===== src/rtl/ifu.sv =====
// Instruction fetch unit: owns the PC, fetches over a req/ack handshake,
// resolves branch/jump targets and commits the next PC after each instruction.
module ifu #(
  parameter logic [31:0] RESET_PC = 32'h0000_3000
) (
  input  logic        clk,
  input  logic        rst,
  output logic        imem_req,
  output logic [31:0] imem_addr,
  input  logic        imem_ack,
  input  logic [31:0] imem_rdata,
  output logic [31:0] ins,
  output logic        ins_valid,
  output logic [31:0] pc,
  output logic [31:0] pc_plus4,
  input  logic [1:0]  branch,
  input  logic        jump,
  input  logic [31:0] rs_data,
  input  logic [31:0] rt_data,
  input  logic        stall,
  output logic        addr_err
);

  localparam int unsigned XLEN = 32;
  localparam int unsigned OPW  = 6;
  localparam int unsigned IMMW = 16;
  localparam int unsigned TGTW = 26;

  localparam logic [OPW-1:0] OP_SPECIAL = 6'b000000;
  localparam logic [OPW-1:0] OP_BEQ     = 6'b000100;
  localparam logic [OPW-1:0] OP_BNE     = 6'b000101;
  localparam logic [OPW-1:0] OP_BLEZ    = 6'b000110;
  localparam logic [OPW-1:0] OP_BGTZ    = 6'b000111;

  localparam logic [1:0] BR_NONE = 2'b00;
  localparam logic [1:0] BR_BGEZ = 2'b01;
  localparam logic [1:0] BR_BLTZ = 2'b10;
  localparam logic [1:0] BR_CMP  = 2'b11;

  typedef enum logic [1:0] {
    S_IDLE  = 2'b00,
    S_FETCH = 2'b01,
    S_EXEC  = 2'b10
  } state_e;

  state_e            state_q, state_d;
  logic [XLEN-1:0]   pc_q, pc_d;
  logic [XLEN-1:0]   ins_q, ins_d;
  logic              imem_req_q, imem_req_d;
  logic              ins_valid_q, ins_valid_d;

  logic [OPW-1:0]    op;
  logic [XLEN-1:0]   imm_off;
  logic [XLEN-1:0]   br_target;
  logic [XLEN-1:0]   jmp_target;
  logic [XLEN-1:0]   npc;
  logic              rs_zero;
  logic              taken;

  // Next-PC resolution from the instruction currently in EXEC.
  always_comb begin
    op         = ins_q[31:26];
    imm_off    = {{(XLEN-IMMW-2){ins_q[IMMW-1]}}, ins_q[IMMW-1:0], 2'b00};
    br_target  = pc_q + 32'd4 + imm_off;
    jmp_target = {pc_plus4[31:28], ins_q[TGTW-1:0], 2'b00};
    rs_zero    = (rs_data == '0);
    taken      = 1'b0;
    case (branch)
      BR_NONE: taken = 1'b0;
      BR_BGEZ: taken = ~rs_data[XLEN-1];
      BR_BLTZ: taken = rs_data[XLEN-1];
      BR_CMP: begin
        case (op)
          OP_BEQ:  taken = (rs_data == rt_data);
          OP_BNE:  taken = (rs_data != rt_data);
          OP_BLEZ: taken = rs_data[XLEN-1] | rs_zero;
          OP_BGTZ: taken = ~rs_data[XLEN-1] & ~rs_zero;
          default: taken = 1'b0;
        endcase
      end
      default: taken = 1'b0;
    endcase

    npc = pc_q + 32'd4;
    if (jump) begin
      npc = (op == OP_SPECIAL) ? rs_data : jmp_target;
    end else if (taken) begin
      npc = br_target;
    end
  end

  // Fetch/execute sequencing; req and valid flops mirror the next state.
  always_comb begin
    state_d  = state_q;
    pc_d     = pc_q;
    ins_d    = ins_q;
    addr_err = 1'b0;
    case (state_q)
      S_IDLE: state_d = S_FETCH;
      S_FETCH: begin
        if (imem_ack) begin
          ins_d   = imem_rdata;
          state_d = S_EXEC;
        end
      end
      S_EXEC: begin
        if (!stall) begin
          pc_d     = {npc[XLEN-1:2], 2'b00};
          addr_err = |npc[1:0];
          state_d  = S_FETCH;
        end
      end
      default: state_d = S_IDLE;
    endcase
    imem_req_d  = (state_d == S_FETCH);
    ins_valid_d = (state_d == S_EXEC);
  end

  always_ff @(posedge clk) begin
    if (rst) begin
      state_q     <= S_IDLE;
      pc_q        <= RESET_PC;
      ins_q       <= '0;
      imem_req_q  <= 1'b0;
      ins_valid_q <= 1'b0;
    end else begin
      state_q     <= state_d;
      pc_q        <= pc_d;
      ins_q       <= ins_d;
      imem_req_q  <= imem_req_d;
      ins_valid_q <= ins_valid_d;
    end
  end

  assign imem_req  = imem_req_q;
  assign imem_addr = pc_q;
  assign ins       = ins_q;
  assign ins_valid = ins_valid_q;
  assign pc        = pc_q;
  assign pc_plus4  = pc_q + 32'd4;

endmodule

===== config.mk =====
export PLATFORM = sky130hd
export DESIGN_NAME = ifu
export DESIGN_NICKNAME = d
export VERILOG_FILES = /design/src/rtl/ifu.sv
export SDC_FILE = /design/constraint.sdc
export NUM_CORES = 1
export LEC_CHECK = 0
export CAP_MARGIN = 25
export CORE_MARGIN = 2
export CORE_UTILIZATION = 28
export DETAILED_ROUTE_END_ITERATION = 16
export MAX_ROUTING_LAYER = met4
export SYNTH_ARGS = -nofsm -noshare
export SYNTH_HDL_FRONTEND = slang
export SYNTH_SLANG_ARGS = --single-unit

===== constraint.sdc =====
create_clock -name clk -period 6.5 [get_ports clk]
set_clock_uncertainty 0.1 [all_clocks]
set_input_delay 1.3 -clock clk [delete_from_list [all_inputs] [get_ports clk]]
set_output_delay 1.3 -clock clk [all_outputs]
set_load 0.05 [all_outputs]

==> results.sh <==
export IMPL_status="completed"
export IMPL_power_leakage_nw=3.21
export IMPL_reg2reg_to="imem_addr[27]"
export IMPL_finalSetupViolCount=0
export IMPL_critPathCaptureType="output port"
export IMPL_die_y_um=152
export IMPL_timing_fmax_ghz=0.200
export IMPL_cp_start_kind="flip-flop"
export IMPL_fin_ws_ps=1500
export IMPL_crit_end="pc_plus4[21]"
export IMPL_vias_per_cell=5.31
export IMPL_grt_pass1_vias=6731
export IMPL_synthFlopType="dfxtp_1"
export IMPL_cts_resized=0
export IMPL_ir_drop_mv=0.124
export IMPL_start_util_pct=28.3
export IMPL_hold_path_class="reg2reg"
export IMPL_io_pins=234
export IMPL_crit_type="reg2out"
export IMPL_reg2reg_from="imem_addr[8]"
export IMPL_rsz0062_at_grt="false"
export IMPL_slew_headroom_pct=39.9
export IMPL_pre_cts_ws_ps=1550
export IMPL_htreeDepth=3
export IMPL_yosysTopAreaCellShare_pct=21.5
export IMPL_ctsHoldBuffers=0
export IMPL_rows=54
export IMPL_synth_edff_count=0
export IMPL_nNetsFinal=1158
export IMPL_drc_errors=0
export IMPL_post_cts_repair_setup_buffers=0
export IMPL_cp_data_required_time_ps=5100
export IMPL_syn_area_per_cell_sq_um=7.31
export IMPL_wl_um=26000
export IMPL_synth_area_leaders="dfxtp_1, nand2_1, xnor2_1"
export IMPL_cts_buffers=9
export IMPL_power_density_nw_per_um2=158
export IMPL_wire_per_inst_um=20.0
export IMPL_synth_seq_area_share_pct=21.5
export IMPL_clock_latency_ps=340
export IMPL_grt_overflow_total=0
export IMPL_r2r_cells=15
export IMPL_grt_usage_pct=22.4
export IMPL_portBuffers=227
export IMPL_netlist_area_sq_um=6130
export IMPL_dr_pass1_iters=5
export IMPL_utilization_pct=40.2
export IMPL_hpwl_um=21000
export IMPL_drive_gt1_share_pct=4.40
export IMPL_core_region_area_sq_um=21700
export IMPL_syn_to_final_growth_pct=42.1
export IMPL_synth_area_leader_cell="dfxtp_1"
export IMPL_layout_min_cycle_time_ps=5000
export IMPL_arrival_ps=3600
export IMPL_synthDistinctLibCells=69
export IMPL_die_area_sq_um=23100
export IMPL_cts_root_buf="clkbuf_16"
export IMPL_cts_tree="yes"
export IMPL_finalHoldViolations=0
export IMPL_grt_antenna_before_repair=1
export IMPL_grt_start_max_net_pins=47
export IMPL_synthCells=839
export IMPL_cp_max_fo=7
export IMPL_crit_start="imem_addr[4]"
export IMPL_drv_cap=0
export IMPL_cts_sinks=66
export IMPL_tightest_slew_ps=896
export IMPL_setup_tns_ps=0
export IMPL_finalCritPeriodShare_pct=77.0
export IMPL_drt_iter0_markers=565
export IMPL_synthArstFlopShare_pct=0
export IMPL_synth_seq_cells=66
export IMPL_final_max_slew_violation_count=0
export IMPL_clk_pin_slew_ps=60
export IMPL_timing_hold_ws_ps=375
export IMPL_vias=6919
export IMPL_fp_dieW_um=152
export IMPL_ys_warn_count=0
export IMPL_grt_pass1_wl_um=39800
export IMPL_antenna_left=0
export IMPL_gp_congestion=0.978
export IMPL_clk_path_buf_depth=2
export IMPL_ff2ff_setup_slack_ps=1570
==> cell usage in the layout (no fill, tap or decap), types with 4 or more instances in the layout <==
| cell type | instances |
|---|---|
| a211oi_1 | 4 |
| a21o_1 | 7 |
| a21oi_1 | 70 |
| a31oi_1 | 5 |
| a32o_1 | 20 |
| and2_1 | 5 |
| and3_1 | 5 |
| buf_4 | 11 |
| clkbuf_16 | 9 |
| clkdlybuf4s50_1 | 226 |
| conb_1 | 6 |
| dfxtp_1 | 66 |
| ha_1 | 36 |
| inv_1 | 19 |
| mux2i_1 | 6 |
| nand2_1 | 172 |
| nand2b_1 | 7 |
| nand3_1 | 43 |
| nand3b_1 | 4 |
| nand4_1 | 20 |
| nor2_1 | 35 |
| nor3_1 | 19 |
| nor3b_1 | 4 |
| nor4_1 | 14 |
| o211ai_1 | 18 |
| o21a_1 | 9 |
| o21ai_0 | 26 |
| o21ai_1 | 4 |
| o21bai_1 | 5 |
| o311ai_0 | 4 |
| xnor2_1 | 61 |
| xor2_1 | 17 |
==> layer usage <==
layer | vias up | GRT usage, % | wire length (um)
met5 | - | - | 0
li1 | 3341 | - | -
met2 | 298 | 35.5 | 11800
met3 | 35 | 3.39 | 1710
met1 | 3245 | 29.3 | 11900
met4 | 0 | 7.43 | 626
==> cell usage after synthesis (all sizes together) (2+ instances only) <==
master / number
a2111oi: 3
a211oi: 4
a21boi: 3
a21o: 7
a21oi: 70
a221o: 2
a311oi: 2
a31o: 2
a31oi: 5
a32o: 20
a41oi: 5
and2: 7
and3: 7
and4: 4
buf: 44
clkbuf: 31
dfxtp: 66
ha: 36
inv: 19
mux2: 4
mux2i: 6
nand2: 172
nand2b: 7
nand3: 44
nand3b: 4
nand4: 20
nor2: 36
nor2b: 3
nor3: 21
nor3b: 4
nor4: 14
o211ai: 18
o21a: 9
o21ai: 30
o21bai: 5
o311ai: 5
o31a: 2
o31ai: 3
or2: 2
or3: 3
xnor2: 61
xor2: 17
==> state kept, by name (all words and copies together), names as in the netlist <==
register	count
imem_addr	30
imem_req	1
ins	32
ins_valid	1
state_q	2
==> report_power, final <==
part,internal [mW],switching [mW]
Sequential,0.419,0.0212
Combinational,0.157,0.250
Clock,0.345,0.188
Total,0.921,0.459
==> per-stage QoR <==
stage	instance area [sq um]	std cells	power (mW)
floorplan	6150	844	0.684
global placement	8390	1287	0.854
CTS	8710	1303	1.38
global route	8710	1304	1.43
detailed placement	8390	1287	0.853
finish	8710	1304	1.38
==> logic make-up (layout without fill, tap and decap cells) <==
logic type	Yosys count	in the layout	synth area share, %
and+or+nand+nor	350	350	26.6
AOI/OAI and AO/OA	202	202	22.3
buffers and inverters	95	274	8.90
xor gates and xnor gates	78	78	11.1
DFF	66	66	21.5
adders and majority gates	37	37	7.67
muxes	10	10	1.78
other	1	7	0.0612
==> cell type report <==
class	instances	area, sq um
tap	280	350
timing repair buffer	238	2350
multi-input combinational	683	4290
inverter	20	75.1
sequential	66	1320
clock inverter	5	77.6
antenna	1	2.50
fill	2232	13000
clock buffer	11	243
==> worst min path at each step <==
stage               start   endpoint  depth (start not counted)
2_1_floorplan  state_q[1]  ins_valid                          2
3_3_place_gp      ins[17]    ins[17]                          2
3_5_place_dp      ins[17]    ins[17]                          2
4_1_cts           ins[17]    ins[17]                          2
5_1_grt           ins[17]    ins[17]                          2
6_report          ins[17]    ins[17]                          2
==> critical path, stage by stage (launching register included) <==
cell             delay [ps]
dfxtp_1                 470
and3_2                  250
nand3_1                 300
nor4_1                  780
nand3_1                 180
xnor2_1                 390
clkdlybuf4s50_1         890
Note: power is estimated with default switching activity, not from simulation.
